$ cat src/rtl/motor_ctrl_pkg.sv
// Shared definitions for the motor command sequencer.
// Holds the cmd_op encoding, the FSM state enum (its values are the state_o
// encoding), the speed counter width and the default cycle constants for a
// 100 MHz sys_clk.
package motor_ctrl_pkg;

    localparam int SPEED_W = 16;

    localparam int unsigned DEF_DWELL_CYC     = 50_000_000;  // 0.5 s
    localparam int unsigned DEF_RST_PULSE_CYC = 2_000;       // 20 us
    localparam int unsigned DEF_ALM_FILT_CYC  = 1_000;       // 10 us
    localparam int unsigned DEF_GATE_CYC      = 10_000_000;  // 100 ms
    localparam int unsigned DEF_MAX_RETRY     = 3;

    typedef enum logic [1:0] {
        OP_STOP      = 2'b00,
        OP_RUN_FWD   = 2'b01,
        OP_RUN_REV   = 2'b10,
        OP_CLR_ALARM = 2'b11
    } cmd_op_e;

    typedef enum logic [2:0] {
        ST_IDLE     = 3'd0,
        ST_RUN      = 3'd1,
        ST_BRAKE    = 3'd2,
        ST_ALM_RST  = 3'd3,
        ST_ALM_WAIT = 3'd4,
        ST_FAULT    = 3'd5
    } state_e;

endpackage

$ cat src/rtl/motor_seq_ctrl_if.sv
// Host command handshake for motor_seq_ctrl.
//   cmd_valid : command valid (host -> sequencer)
//   cmd_op    : 00 STOP, 01 RUN_FWD, 10 RUN_REV, 11 CLR_ALARM
//   cmd_ready : command taken when cmd_valid & cmd_ready
// master = host/register layer, slave = sequencer.
interface motor_seq_ctrl_if;

    logic       cmd_valid;
    logic       cmd_ready;
    logic [1:0] cmd_op;

    modport master (output cmd_valid, output cmd_op, input cmd_ready);
    modport slave  (input cmd_valid, input cmd_op, output cmd_ready);

endinterface

$ cat src/rtl/motor_speed_meter.sv
// Speed measurement from the asynchronous speed_out pulse train.
//   clk_i, rst_n_i : clock, asynchronous active-low reset
//   speed_i        : raw speed pulse (synchronized here)
//   speed_cnt_o    : rising edges counted in the last gate window (saturating)
//   speed_vld_o    : one-cycle strobe when speed_cnt_o updates
// The gate counter free-runs and wraps every GATE_CYC cycles.
module motor_speed_meter
    import motor_ctrl_pkg::*;
#(
    parameter int unsigned GATE_CYC = DEF_GATE_CYC
) (
    input  logic               clk_i,
    input  logic               rst_n_i,
    input  logic               speed_i,
    output logic [SPEED_W-1:0] speed_cnt_o,
    output logic               speed_vld_o
);

    localparam int GW = (GATE_CYC > 1) ? $clog2(GATE_CYC) : 1;

    logic               sync1_q, sync2_q, prev_q;
    logic               rise;
    logic [GW-1:0]      gate_q;
    logic               gate_end;
    logic [SPEED_W-1:0] cnt_q, cnt_d, cnt_inc;
    logic [SPEED_W-1:0] speed_cnt_q;
    logic               speed_vld_q;

    assign rise     = sync2_q & ~prev_q;
    assign gate_end = (gate_q == GW'(GATE_CYC - 1));
    assign cnt_inc  = (&cnt_q) ? cnt_q : cnt_q + SPEED_W'(1);

    // An edge on the boundary cycle opens the new window's count.
    always_comb begin
        cnt_d = cnt_q;
        if (gate_end)  cnt_d = rise ? SPEED_W'(1) : '0;
        else if (rise) cnt_d = cnt_inc;
    end

    always_ff @(posedge clk_i or negedge rst_n_i) begin
        if (!rst_n_i) begin
            sync1_q     <= 1'b0;
            sync2_q     <= 1'b0;
            prev_q      <= 1'b0;
            gate_q      <= '0;
            cnt_q       <= '0;
            speed_cnt_q <= '0;
            speed_vld_q <= 1'b0;
        end else begin
            sync1_q     <= speed_i;
            sync2_q     <= sync1_q;
            prev_q      <= sync2_q;
            gate_q      <= gate_end ? '0 : gate_q + GW'(1);
            cnt_q       <= cnt_d;
            speed_vld_q <= gate_end;
            if (gate_end) speed_cnt_q <= cnt_q;
        end
    end

    assign speed_cnt_o = speed_cnt_q;
    assign speed_vld_o = speed_vld_q;

endmodule

$ cat src/rtl/motor_seq_ctrl.sv
// Command sequencer for the BLE motor interface block.
// Enforces a stop dwell before reversal, runs bounded alarm-reset retries
// (latching FAULT after the last), and reports measured speed.
// Ports:
//   sys_clk, sys_rst   : 100 MHz clock, asynchronous active-low reset
//   cmd                : host command handshake (motor_seq_ctrl_if.slave)
//   motor_state        : run enable to the motor interface
//   motor_direction    : 1 = forward, 0 = reverse
//   motor_alarm_reset  : alarm reset request pulse
//   speed_out          : asynchronous speed pulse input
//   alarm_out_n        : asynchronous active-low alarm input
//   speed_cnt/speed_vld: last window's edge count and its update strobe
//   busy, fault, stall : status flags; state_o : FSM state encoding
// Build option: MOTOR_STALL_DETECT_EN adds the zero-speed stall fault in RUN.
module motor_seq_ctrl
    import motor_ctrl_pkg::*;
#(
    parameter int unsigned DWELL_CYC     = DEF_DWELL_CYC,
    parameter int unsigned RST_PULSE_CYC = DEF_RST_PULSE_CYC,
    parameter int unsigned ALM_FILT_CYC  = DEF_ALM_FILT_CYC,
    parameter int unsigned GATE_CYC      = DEF_GATE_CYC,
    parameter int unsigned MAX_RETRY     = DEF_MAX_RETRY
) (
    input  logic               sys_clk,
    input  logic               sys_rst,
    motor_seq_ctrl_if.slave    cmd,
    output logic               motor_state,
    output logic               motor_direction,
    output logic               motor_alarm_reset,
    input  logic               speed_out,
    input  logic               alarm_out_n,
    output logic [SPEED_W-1:0] speed_cnt,
    output logic               speed_vld,
    output logic               busy,
    output logic               fault,
    output logic               stall,
    output logic [2:0]         state_o
);

    localparam int unsigned TMR_MAX = (DWELL_CYC > RST_PULSE_CYC) ? DWELL_CYC : RST_PULSE_CYC;
    localparam int TMR_W  = $clog2(TMR_MAX + 1);
    localparam int FILT_W = $clog2(ALM_FILT_CYC + 1);
    localparam int RTY_W  = $clog2(MAX_RETRY + 1);

    state_e             state_q;
    logic [TMR_W-1:0]   timer_q;
    logic [RTY_W-1:0]   retry_q;
    logic               motor_state_q, dir_q, alm_rst_q;
    logic               pend_run_q, pend_dir_q;
    logic               rdy_en_q;
    logic               alm_s1_q, alm_s2_q;
    logic [FILT_W-1:0]  filt_q;
    logic               alarm_det;
    logic               ready, accept;
    cmd_op_e            op;

    motor_speed_meter #(.GATE_CYC(GATE_CYC)) u_speed (
        .clk_i       (sys_clk),
        .rst_n_i     (sys_rst),
        .speed_i     (speed_out),
        .speed_cnt_o (speed_cnt),
        .speed_vld_o (speed_vld)
    );

    // Alarm synchronizer resets to the inactive level so reset release
    // cannot start the filter counting.
    always_ff @(posedge sys_clk or negedge sys_rst) begin
        if (!sys_rst) begin
            alm_s1_q <= 1'b1;
            alm_s2_q <= 1'b1;
            filt_q   <= '0;
        end else begin
            alm_s1_q <= alarm_out_n;
            alm_s2_q <= alm_s1_q;
            if (alm_s2_q)        filt_q <= '0;
            else if (!alarm_det) filt_q <= filt_q + FILT_W'(1);
        end
    end

    assign alarm_det = (filt_q == FILT_W'(ALM_FILT_CYC));

    // rdy_en_q keeps cmd_ready low while reset is held.
    always_comb begin
        ready = 1'b0;
        if (rdy_en_q) begin
            case (state_q)
                ST_IDLE, ST_RUN: ready = ~alarm_det;
                ST_FAULT:        ready = 1'b1;
                default:         ready = 1'b0;
            endcase
        end
    end

    assign cmd.cmd_ready = ready;
    assign accept        = cmd.cmd_valid & ready;
    assign op            = cmd_op_e'(cmd.cmd_op);

`ifdef MOTOR_STALL_DETECT_EN
    // win_q counts window ends seen in RUN: the first is partial, the next
    // two are the skipped complete windows; from then on a zero count stalls.
    logic [1:0] win_q;
    logic       stall_q;
    logic       stall_hit;

    assign stall_hit = (state_q == ST_RUN) && !alarm_det && speed_vld &&
                       (win_q == 2'd3) && (speed_cnt == '0);

    always_ff @(posedge sys_clk or negedge sys_rst) begin
        if (!sys_rst) begin
            win_q   <= '0;
            stall_q <= 1'b0;
        end else begin
            if (state_q != ST_RUN)             win_q <= '0;
            else if (speed_vld && win_q != 2'd3) win_q <= win_q + 2'd1;
            if (stall_hit)                            stall_q <= 1'b1;
            else if (accept && op == OP_CLR_ALARM)    stall_q <= 1'b0;
        end
    end

    assign stall = stall_q;
`else
    assign stall = 1'b0;
`endif

    always_ff @(posedge sys_clk or negedge sys_rst) begin
        if (!sys_rst) begin
            state_q       <= ST_IDLE;
            timer_q       <= '0;
            retry_q       <= '0;
            motor_state_q <= 1'b0;
            dir_q         <= 1'b0;
            alm_rst_q     <= 1'b0;
            pend_run_q    <= 1'b0;
            pend_dir_q    <= 1'b0;
            rdy_en_q      <= 1'b0;
        end else begin
            rdy_en_q <= 1'b1;
            case (state_q)
                ST_IDLE, ST_RUN, ST_BRAKE: begin
                    if (alarm_det) begin
                        // Alarm outranks commands and dwell completion.
                        state_q       <= ST_ALM_RST;
                        timer_q       <= '0;
                        motor_state_q <= 1'b0;
                        alm_rst_q     <= 1'b1;
                        pend_run_q    <= 1'b0;
                    end else if (state_q == ST_IDLE) begin
                        if (accept && (op == OP_RUN_FWD || op == OP_RUN_REV)) begin
                            state_q       <= ST_RUN;
                            motor_state_q <= 1'b1;
                            dir_q         <= (op == OP_RUN_FWD);
                        end
                    end else if (state_q == ST_RUN) begin
`ifdef MOTOR_STALL_DETECT_EN
                        if (stall_hit) begin
                            state_q       <= ST_FAULT;
                            motor_state_q <= 1'b0;
                        end else
`endif
                        if (accept && op != OP_CLR_ALARM) begin
                            if (op == OP_STOP) begin
                                state_q       <= ST_BRAKE;
                                timer_q       <= '0;
                                motor_state_q <= 1'b0;
                                pend_run_q    <= 1'b0;
                            end else if ((op == OP_RUN_FWD) != dir_q) begin
                                state_q       <= ST_BRAKE;
                                timer_q       <= '0;
                                motor_state_q <= 1'b0;
                                pend_run_q    <= 1'b1;
                                pend_dir_q    <= (op == OP_RUN_FWD);
                            end
                        end
                    end else begin
                        if (timer_q == TMR_W'(DWELL_CYC - 1)) begin
                            timer_q <= '0;
                            if (pend_run_q) begin
                                state_q       <= ST_RUN;
                                motor_state_q <= 1'b1;
                                dir_q         <= pend_dir_q;
                            end else begin
                                state_q <= ST_IDLE;
                            end
                            pend_run_q <= 1'b0;
                        end else begin
                            timer_q <= timer_q + TMR_W'(1);
                        end
                    end
                end
                ST_ALM_RST: begin
                    if (timer_q == TMR_W'(RST_PULSE_CYC - 1)) begin
                        state_q   <= ST_ALM_WAIT;
                        timer_q   <= '0;
                        alm_rst_q <= 1'b0;
                        retry_q   <= retry_q + RTY_W'(1);
                    end else begin
                        timer_q <= timer_q + TMR_W'(1);
                    end
                end
                ST_ALM_WAIT: begin
                    if (timer_q == TMR_W'(DWELL_CYC - 1)) begin
                        timer_q <= '0;
                        if (alm_s2_q) begin
                            state_q <= ST_IDLE;
                            retry_q <= '0;
                        end else if (retry_q < RTY_W'(MAX_RETRY)) begin
                            state_q   <= ST_ALM_RST;
                            alm_rst_q <= 1'b1;
                        end else begin
                            state_q <= ST_FAULT;
                        end
                    end else begin
                        timer_q <= timer_q + TMR_W'(1);
                    end
                end
                ST_FAULT: begin
                    motor_state_q <= 1'b0;
                    if (accept && op == OP_CLR_ALARM) begin
                        state_q   <= ST_ALM_RST;
                        timer_q   <= '0;
                        retry_q   <= '0;
                        alm_rst_q <= 1'b1;
                    end
                end
                default: state_q <= ST_IDLE;
            endcase
        end
    end

    assign motor_state       = motor_state_q;
    assign motor_direction   = dir_q;
    assign motor_alarm_reset = alm_rst_q;
    assign busy    = (state_q == ST_BRAKE) || (state_q == ST_ALM_RST) || (state_q == ST_ALM_WAIT);
    assign fault   = (state_q == ST_FAULT);
    assign state_o = state_q;

endmodule
$ cat src/flat_wrapper.sv
// flat-port wrapper written by rule: the top's interface ports become plain ports
module motor_seq_ctrl_flat import motor_ctrl_pkg::*;
#(
    parameter int unsigned DWELL_CYC     = DEF_DWELL_CYC,
    parameter int unsigned RST_PULSE_CYC = DEF_RST_PULSE_CYC,
    parameter int unsigned ALM_FILT_CYC  = DEF_ALM_FILT_CYC,
    parameter int unsigned GATE_CYC      = DEF_GATE_CYC,
    parameter int unsigned MAX_RETRY     = DEF_MAX_RETRY
)
  (sys_clk, sys_rst, motor_state, motor_direction, motor_alarm_reset, speed_out, alarm_out_n, speed_cnt, speed_vld, busy, fault, stall, state_o, cmd_cmd_valid, cmd_cmd_op, cmd_cmd_ready);
  motor_seq_ctrl_if cmd_i ();
  input  logic sys_clk;
  input  logic sys_rst;
  output logic motor_state;
  output logic motor_direction;
  output logic motor_alarm_reset;
  input  logic speed_out;
  input  logic alarm_out_n;
  output logic [SPEED_W-1:0] speed_cnt;
  output logic speed_vld;
  output logic busy;
  output logic fault;
  output logic stall;
  output logic [2:0] state_o;
  input wire logic [$bits(cmd_i.cmd_valid)-1:0] cmd_cmd_valid;
  input wire logic [$bits(cmd_i.cmd_op)-1:0] cmd_cmd_op;
  output wire logic [$bits(cmd_i.cmd_ready)-1:0] cmd_cmd_ready;
  assign cmd_i.cmd_valid = cmd_cmd_valid;
  assign cmd_i.cmd_op = cmd_cmd_op;
  assign cmd_cmd_ready = cmd_i.cmd_ready;
  motor_seq_ctrl #(.DWELL_CYC(DWELL_CYC), .RST_PULSE_CYC(RST_PULSE_CYC), .ALM_FILT_CYC(ALM_FILT_CYC), .GATE_CYC(GATE_CYC), .MAX_RETRY(MAX_RETRY)) u_core (.sys_clk(sys_clk), .sys_rst(sys_rst), .cmd(cmd_i), .motor_state(motor_state), .motor_direction(motor_direction), .motor_alarm_reset(motor_alarm_reset), .speed_out(speed_out), .alarm_out_n(alarm_out_n), .speed_cnt(speed_cnt), .speed_vld(speed_vld), .busy(busy), .fault(fault), .stall(stall), .state_o(state_o));
endmodule
$ cat config.mk
export PLATFORM = sky130hd
export DESIGN_NAME = motor_seq_ctrl_flat
export DESIGN_NICKNAME = d
export VERILOG_FILES = /design/src/rtl/motor_ctrl_pkg.sv /design/src/rtl/motor_seq_ctrl_if.sv /design/src/rtl/motor_speed_meter.sv /design/src/rtl/motor_seq_ctrl.sv /design/src/flat_wrapper.sv
export SDC_FILE = /design/constraint.sdc
export NUM_CORES = 1
export LEC_CHECK = 0
export ABC_AREA = 1
export CORE_MARGIN = 3
export CORE_UTILIZATION = 45
export DETAILED_ROUTE_END_ITERATION = 8
export GPL_TIMING_DRIVEN = 0
export MAX_ROUTING_LAYER = met4
export PLACE_DENSITY = 0.59
export REMOVE_ABC_BUFFERS = 1
export SYNTH_ARGS = -nofsm -noshare
export SYNTH_HDL_FRONTEND = slang
export SYNTH_HIERARCHICAL = 1
export SYNTH_SLANG_ARGS = --single-unit
$ cat constraint.sdc
create_clock -name sys_clk -period 2.45 [get_ports sys_clk]
set_input_delay 0.49 -clock sys_clk [delete_from_list [all_inputs] [get_ports sys_clk]]
set_output_delay 0.49 -clock sys_clk [all_outputs]
set_load 0.05 [all_outputs]
==> impl_metrics.yaml, run 1 <==
status:
  outcome: "finished clean"
pwr:
  powerDensity_mw_per_mm2: 777
  ir_drop_v: 0.000438
  leakagePower_nw: 3.72
setup_path:
  cp-end-kind: "primary output"
  path_cells: "nor2_4 > inv_2 > nor2_4 > inv_1 > nand2_1 > clkdlybuf4s15_2"
  cp_slowest_cell: "dfrtp_1"
  start_kind: "register"
  critPathMaxStageDelay_ps: 490
  critical_path_class: "reg -> out"
  crit_top_cell: "nor2_4"
  ff2ff_setup_slack_ps: 230
  crit_fanout: 7
  worst_r2r_path_depth: 13
  timing.rr.start: "u_core/filt_q[0]"
  rr_endpoint: "u_core/timer_q[19]"
  cp.required_ps: 1960
  cp.arrival_ps: 1790
die:
  die-area_mm2: 0.0168
  start_util_pct: 46.6
  die_w_um: 130
  core_mm2: 0.0148
  rows: 44
  die_y_um: 130
  num_io_pins: 34
yosys:
  ys_ff_latch: 109
  ys_async_sr_fraction_pct: 100
  synthFlopType: "dfrtp_1"
  synthCells: 977
  yosysSeqAreaShare_pct: 39.7
  yosysUniqueCellTypes: 44
  avgSynthCellArea_um2: 7.04
  syn_area_mm2: 0.00688
  synth_edf_count: 0
  synth_warnings: 6
timing:
  hold_violations: 0
  finClkSkew_ps: 9.32
  rsz0062_at_grt: "false"
  setup_ws_ps: 169
  maxSlewHeadroom_pct: 61.5
  fin_crit_sh_pct: 93.1
  period_needed_ps: 2280
  setup_viol: 0
  worst-slew-pin-transition_ps: 573
  fmax_mhz: 438
  drv_slew: 0
placement:
  post-dp-hpwl_um: 11700
  port_buffers: 32
  pre_cts_slack_ps: -480
  place.gp.congestion: 0.890
  post_dp_cell_area_mm2: 0.00734
clock_tree:
  clock_latency_ps: 360
  clock-root-buffer: "clkbuf_16"
  clkTransAtPathRegs_ps: 70
  cts_buffers: 9
  cts_sinks: 109
  cts_buffer_depth: 2
  cts_hold_buf: 0
  cts_tree: "done"
  htreeDepth: 3
worst_hold_path:
  hold_path_class: "in -> async"
run:
  max_cap_viol_count: 0
route:
  via_per_inst: 5.08
  routedWlPerCell_um: 13.8
  route.vias.total: 6101
  drt-initial-drc-count: 390
  drc: 0
  ant_nets: 0
  routed_wl_um: 16600
  drt_first_pass_iters: 7
global_routing:
  grt_first_pass_wirelength_um: 27200
  antenna_found_initial: 0
  grt-ovfl-total: 0
  grt_usage_pct: 20.7
  grt_max_degree: 77
  grt_pass1_vias: 5612
final_layout:
  finalInstanceArea_mm2: 0.00775
  regArea_mm2: 0.00273
  fin_util_pct: 52.5
  layout.nets: 1027
  fillers: 1424
  layout-drive-gt1-share_pct: 9.65
  diodes: 0
  syn2layout_area_growth_pct: 12.6
  multiInputGateArea_mm2: 0.00360
==> worst max-delay path by stage <==
stage	from	to	cells after the start
after floorplan	u_core/state_o[2]	cmd_cmd_ready	4
after global placement	sys_rst	u_core/u_speed/speed_cnt_o[3]	1
after detailed placement	cmd_cmd_op[1]	u_core/timer_q[10]	10
after CTS	u_core/filt_q[0]	u_core/timer_q[10]	13
after global routing	u_core/state_o[1]	busy	6
final	u_core/state_o[1]	busy	6
==> cell usage in the layout (no fill, tap or decap), types with 2 or more instances in the layout <==
cell             count
nand2_1            319
nor2_1             116
inv_1              109
dfrtp_1            106
nand3_1             69
nand4_1             32
clkdlybuf4s50_1     28
xor2_1              27
o21ai_1             27
nor3_1              19
inv_2               18
o21ai_0             18
a21oi_1             17
nor2_2              14
nor2_4              12
clkbuf_16            9
nand2_2              8
ha_1                 8
nand3_4              5
nand2_4              4
xnor2_1              4
nand3b_1             4
buf_4                3
or2_2                3
bufinv_16            2
inv_8                2
nand3_2              2
nand3b_2             2
o31ai_1              2
conb_1               2
dfstp_2              2
==> where the power goes <==
part | switching [mW] | internal, mW
clock network | 0.748 | 0.926
registers | 0.173 | 1.95
logic | 1.58 | 0.646
total | 2.50 | 3.52
==> worst max-delay path, delay by kind of cell, from the launching register on <==
family	cells	cell delay, ps
DFF	1	490
and+or+nand+nor	3	410
buffers and inverters	3	540
==> stage by stage <==
step	TNS [ps]	hold slack, ps	power (mW)	instances
CTS	0	14.5	5.88	1196
finish	0	12.1	6.02	1200
global placement	-385880	335	4.15	1179
global route	0	21.8	6.44	1200
floorplan	-299	194	3.59	963
detailed placement	-8460	341	4.15	1180
==> metal layers <==
layer,GRT usage [%],up-vias,part of all wire [%]
li1,-,3153,-
met1,27.2,2822,48
met2,33.2,110,48
met3,4.29,16,3.3
met4,4.89,0,1.1
met5,-,-,0
==> cell type report <==
| type | instances | share of cell area, % |
|---|---|---|
| well taps | 184 | 2.97 |
| clock inverters | 7 | 1.50 |
| flip-flops and latches | 109 | 35.2 |
| inverters | 129 | 6.28 |
| repair buffers | 35 | 4.67 |
| clock buffers | 9 | 2.91 |
| multi-input cells | 727 | 46.4 |
==> flip-flops by register name (all words and copies together), names as in the netlist, 2 cells and up <==
| register | cells |
|---|---|
| u_core/u_speed/cnt_q | 16 |
| u_core/timer_q | 26 |
| u_core/retry_q | 2 |
| u_core/u_speed/speed_cnt_o | 16 |
| u_core/u_speed/gate_q | 24 |
| u_core/state_o | 3 |
| u_core/filt_q | 10 |
==> Yosys cell counts, types with 2 or more instances <==
cell / count / area, µm²
xor2_1: 27 / 236
inv_1: 109 / 409
nor2_1: 118 / 443
nor3_1: 19 / 95.1
o21ai_1: 27 / 135
nand4_1: 32 / 200
xnor2_1: 4 / 35.0
nand3_1: 69 / 345
nand2_4: 4 / 45.0
dfrtp_1: 107 / 2680
nand3b_1: 4 / 30.0
buf_2: 6 / 30.0
o31ai_1: 2 / 15.0
inv_2: 18 / 67.6
nor2_2: 13 / 81.3
nand3_4: 3 / 52.6
nand2_2: 7 / 43.8
o21ai_0: 18 / 90.1
nand3b_2: 2 / 22.5
a21oi_1: 17 / 85.1
nor2_4: 11 / 124
nand3_2: 2 / 20.0
buf_4: 2 / 15.0
nand2_1: 320 / 1200
ha_1: 9 / 113
conb_1: 2 / 7.51
buf_6: 5 / 56.3
dfstp_2: 2 / 52.6
or2_2: 3 / 18.8
==> timing repair <==
action	4_1_cts	5_1_grt
resized for setup	11	10
setup buffers	0	2
cloned	0	2
endpoints found under the hold margin	0	0
endpoints found under the setup margin	29	25
pin swaps	0	2
==> logic make-up after synthesis <==
kind of cell	synth area share [%]
other	0.109
buffers and inverters	8.76
adders and majority gates	1.64
DFF	39.7
xor gates and xnor gates	3.95
AOI/OAI and AO/OA	5.46
and+or+nand+nor	40.4
(Power assumes the default switching activity.)
==> run 2: changes to the inputs <==
CORE_UTILIZATION = 57   (was 45)
PLACE_DENSITY = 0.72   (was 0.59)
SLEW_MARGIN = 20   (was not set)
==> run 2 against run 1 <==
  * Global-route usage up 4.6 points
  * Design area down 0.87%
  * Fmax down 2.2%
  * Sequential power about the same
  * Routed wire length down 4.5%
  * Sequential share of layout area up 0.29 points
  * First-iteration DRC count up 27%
  * Worst setup slack worse by 52 ps
==> impl_metrics.yaml, run 2 (synthesis gave the netlist of run 1 again) <==
setup_path:
  critPathMaxStageDelay_ps: 510
  path_cells: "inv_2 > nor2_4 > inv_2 > nor2_4 > inv_1 > nand2_1 > clkdlybuf4s15_2"
  cp_slowest_cell: "dfrtp_1"
  cp.arrival_ps: 1840
  ff2ff_setup_slack_ps: 190
  critPathLaunch: "u_core/state_o[2]"
  worst_r2r_path_depth: 10
  cp-end-kind: "primary output"
  timing.rr.start: "u_core/filt_q[0]"
  critical_path_class: "reg -> out"
  rr_endpoint: "u_core/timer_q[2]"
  start_kind: "register"
  crit_fanout: 7
  cp.required_ps: 1960
timing:
  worst-slew-pin-transition_ps: 653
  period_needed_ps: 2330
  fin_crit_sh_pct: 95.2
  rsz0062_at_grt: "false"
  maxSlewHeadroom_pct: 56.1
  finClkSkew_ps: 6.67
  setup_viol: 0
  fmax_mhz: 429
  hold_violations: 0
  drv_slew: 0
route:
  via_per_inst: 5.31
  wl_met3_um: 721
  drc: 0
  wirelength_met1_um: 7340
  drt_first_pass_iters: 6
  routed_wl_um: 15800
  wl_met2_um: 7460
  routedWlPerCell_um: 13.7
  ant_nets: 0
  drt-initial-drc-count: 497
  route.vias.total: 6160
  highest_layer: "met4"
die:
  core_mm2: 0.0116
  die_y_um: 116
  die-area_mm2: 0.0134
  num_io_pins: 34
  start_util_pct: 59.2
  die_w_um: 116
  rows: 39
pwr:
  fin_total_pwr_mw: 5.94
  clkPwrFrac_pct: 27.3
  power_frac_seq_pct: 35.7
  powerDensity_mw_per_mm2: 773
  switching_share_pct: 41.0
  ir_drop_v: 0.000411
  internal-power_mw: 3.50
  power.switching_mw: 2.43
  leakagePower_nw: 3.71
  pwr-share-comb_pct: 37.0
final_layout:
  largest_reg_flops: 26
  layout_common_cells: "319 x nand2_1, 117 x nor2_1, 109 x inv_1"
  stdcell_count: 1159
  multiInputGateArea_mm2: 0.00359
  regMostFlops: "u_core/timer_q"
  fillers: 1057
  syn2layout_area_growth_pct: 11.6
  regArea_mm2: 0.00273
  layout.nets: 1027
  layout_commonest_cell: "nand2_1"
  diodes: 0
  reg.largest.list: "u_core/timer_q: 26 flops, u_core/u_speed/gate_q: 24 flops"
  layout-drive-gt1-share_pct: 9.35
global_routing:
  grt_first_pass_wirelength_um: 26500
  grt_max_degree: 65
  grt_pass1_vias: 5662
  grt_usage_pct: 25.3
  grt-ovfl-total: 0
  antenna_found_initial: 0
status:
  outcome: "finished clean"
clock_tree:
  clock-root-buffer: "clkbuf_16"
  clock_latency_ps: 350
  clkTransAtPathRegs_ps: 70
  cts_buffers: 9
  cts_hold_buf: 0
  cts_tree: "done"
  htreeDepth: 3
  cts_buffer_depth: 2
  cts_sinks: 109
placement:
  place.gp.congestion: 0.960
  post-dp-hpwl_um: 11000
  port_buffers: 32
  placed_cells: 1139
worst_hold_path:
  hold_path_class: "in -> async"
run:
  max_cap_viol_count: 0
[run 2: layout make-up]
type	instances	area share (%)
Multi-Input combinational cell	727	46.7
Clock buffer	10	2.98
Timing Repair Buffer	35	4.71
Inverter	129	6.34
Sequential cell	109	35.5
Tap cell	143	2.33
Clock inverter	6	1.37
[run 2: power groups by stage]
stage	registers [mW]	clock network [mW]	logic [mW]
after global routing	2.14	1.74	2.42
after global placement	2.15	0	1.96
after floorplan	2.27	0	1.32
after detailed placement	2.15	0	1.98
final	2.12	1.62	2.20
after CTS	2.12	1.67	2.09
[run 2: worst max path at each step]
stage                                          end  slack (ps)  cells past startpoint
CTS                                  cmd_cmd_ready          10                      8
global placement    u_core/u_speed/speed_cnt_o[14]       -3300                      1
detailed placement               u_core/timer_q[7]        -480                     10
global route                                  busy          10                      7
finish                                        busy         120                      7
floorplan                            cmd_cmd_ready        -300                      4
[run 2: per-stage QoR]
stage	util (%)	worst slack (ps)	setup TNS [ps]	hold WS, ps	cell area, µm²
2_1_floorplan	-	-299	-299	194	6760
3_3_place_gp	62.5	-3300	-364560	335	7260
3_5_place_dp	62.8	-480	-8520	340	7290
4_1_cts	65.9	10.9	0	139	7650
5_1_grt	66.1	12.4	0	160	7680
6_report	66.1	117	0	120	7680
[run 2: timing repair]
action                     in CTS  in global routing
gates cloned                    1                  1
gates resized for setup        11                  5
pin swaps                       1                  2
setup endpoints to repair      29                 13
setup buffers                   0                  2
[run 2: critical path: cells and delay by family, from the launching register on]
kind	cells	cell delay (ps)
buffers and inverters	4	630
flip-flops	1	510
AND/OR/NAND/NOR	3	350
[run 2: layer usage]
layer | vias up | track usage (%)
met5 | - | -
met4 | 0 | 8.04
li1 | 3148 | -
met1 | 2811 | 33.4
met2 | 174 | 39.9
met3 | 27 | 4.44
==> patch (flow settings as in run 1) <==
Build with the macro `MOTOR_STALL_DETECT_EN` defined.
--- a/src/rtl/motor_seq_ctrl.sv
+++ b/src/rtl/motor_seq_ctrl.sv
@@ -14,2 +14,4 @@
 // Build option: MOTOR_STALL_DETECT_EN adds the zero-speed stall fault in RUN.
+`define MOTOR_STALL_DETECT_EN
+
 module motor_seq_ctrl
Behaviour: same outputs for any inputs over 10 cycles, from zero or initial values and one cycle with sys_rst low; that may be too few to reach the edited logic, so the function may still have changed.
==> patch against run 1 <==
  * Sequential cell count is 3 higher
  * Synthesized area is 10% higher
  * Cell area is 10% higher
  * Routed wire length is 20% higher
  * Critical path depth is 1 higher
  * Worst setup slack worse by 0.059 ns
  * Utilization is 0.33 points higher
  * Worst hold slack better by 0.017 ns
  * Total power is 3.0% lower
  * Die area is 9.8% higher
  * Critical path type unchanged
==> patch: results <==
export IMPL_cp_data_arrival_time_ns=1.85
export IMPL_grt_start_max_net_pins=73
export IMPL_met2_length_microns=9340
export IMPL_clk_share_pct=3.45
export IMPL_reg2regPathDepth=12
export IMPL_grt_use_met3_pct=3.29
export IMPL_dp_cells=1343
export IMPL_num_nonclk_inverters=143
export IMPL_layout_cells_non_filler=1374
export IMPL_clockBufferDepth=2
export IMPL_wl_per_cell_microns=14.5
export IMPL_multi_input_gates=838
export IMPL_reg2reg_from="u_core/timer_q[0]"
export IMPL_grt_pass1_vias=6382
export IMPL_clock_skew_ns=0.0184
export IMPL_route_met3_wl_microns=698
export IMPL_seq_share_pct=32.9
export IMPL_preCtsSetupSlack_ns=-0.405
export IMPL_finalCriticalPeriod_ns=2.34
export IMPL_ys_top_cells_by_area="dfrtp_1, nand2_1, nand3_1"
export IMPL_tightest_slew_ns=0.597
export IMPL_synthAdderAreaFrac_pct=1.65
export IMPL_via_per_inst=5.11
export IMPL_n_all_buffers=49
export IMPL_met1_usage_pct=31.2
export IMPL_whs_ns=0.0294
export IMPL_gp_congestion=0.923
export IMPL_max_vdd_ir_drop_mv=0.535
export IMPL_cp_max_fo=22
export IMPL_avgSynthCellArea_sq_um=6.82
export IMPL_seq_area_frac_synth_pct=37.0
export IMPL_grt_pass1_wl_microns=32800
export IMPL_synth_xor_area_share_pct=2.89
export IMPL_track_usage_pct=22.9
export IMPL_final_nets=1170
export IMPL_multi_input_area_sq_mm=0.00413
export IMPL_synth_cell_types=47
export IMPL_synthToLayoutAreaGrowth_pct=12.6
export IMPL_status="finished clean"
export IMPL_place_hpwl_microns=13800
export IMPL_fillers=1649
export IMPL_cts_sinks=112
export IMPL_rrSetupSlack_ns=0.18
export IMPL_p_leak_nw=4.11
export IMPL_placed_cell_area_sq_mm=0.00807
export IMPL_bufAreaShareNonClock_pct=5.78
export IMPL_cts_buffers=9
export IMPL_portBuffers=33
export IMPL_dr_first_iter_drc_count=515
export IMPL_wl_met1_microns=9530
export IMPL_die_area_sq_mm=0.0185
export IMPL_r2r_end="u_core/retry_q[0]"
export IMPL_grt_remaining_overflow=0
export IMPL_synth_common_cells="nand2_1, nor2_1, inv_1, nand3_1, dfrtp_1"
export IMPL_gr_usage_met2_pct=36.0
export IMPL_synth_compound_gate_area_share_pct=6.74
export IMPL_drt_pass1_iterations=5
export IMPL_drive_gt1_share_pct=11.2
==> patch: cell count changes after synthesis, sizes merged, moves of 3 or more <==
cell           run 1  this run
o21ai             45        55
nor2             142       162
clkbuf             0         4
inv              128       143
nand3b             6         2
nand3             74       114
nand4             33        39
buf               14        18
dfrtp            107       110
xor2              27        21
nand2            331       369
==> patch: timing repair <==
| action | CTS | global route |
|---|---|---|
| cloned | 2 | 0 |
| setup buffers | 0 | 13 |
| resized for setup | 23 | 10 |
| pin swaps | 1 | 5 |
| endpoints found under the setup margin | 38 | 35 |
==> patch: power breakdown <==
part / switching [W] / total, W / internal, W
sequential: 0.000223 / 0.00226 / 0.00204
combinational: 0.00140 / 0.00206 / 0.000663
clock: 0.000792 / 0.00151 / 0.000722
==> patch: critical path, cell delays in order, from the launching register on <==
cell	delay (ns)
dfrtp_2	0.46
nor2_1	0.15
inv_1	0.08
nor2_2	0.17
buf_12	0.20
clkinvlp_4	0.11
o21ai_0	0.09
buf_4	0.23
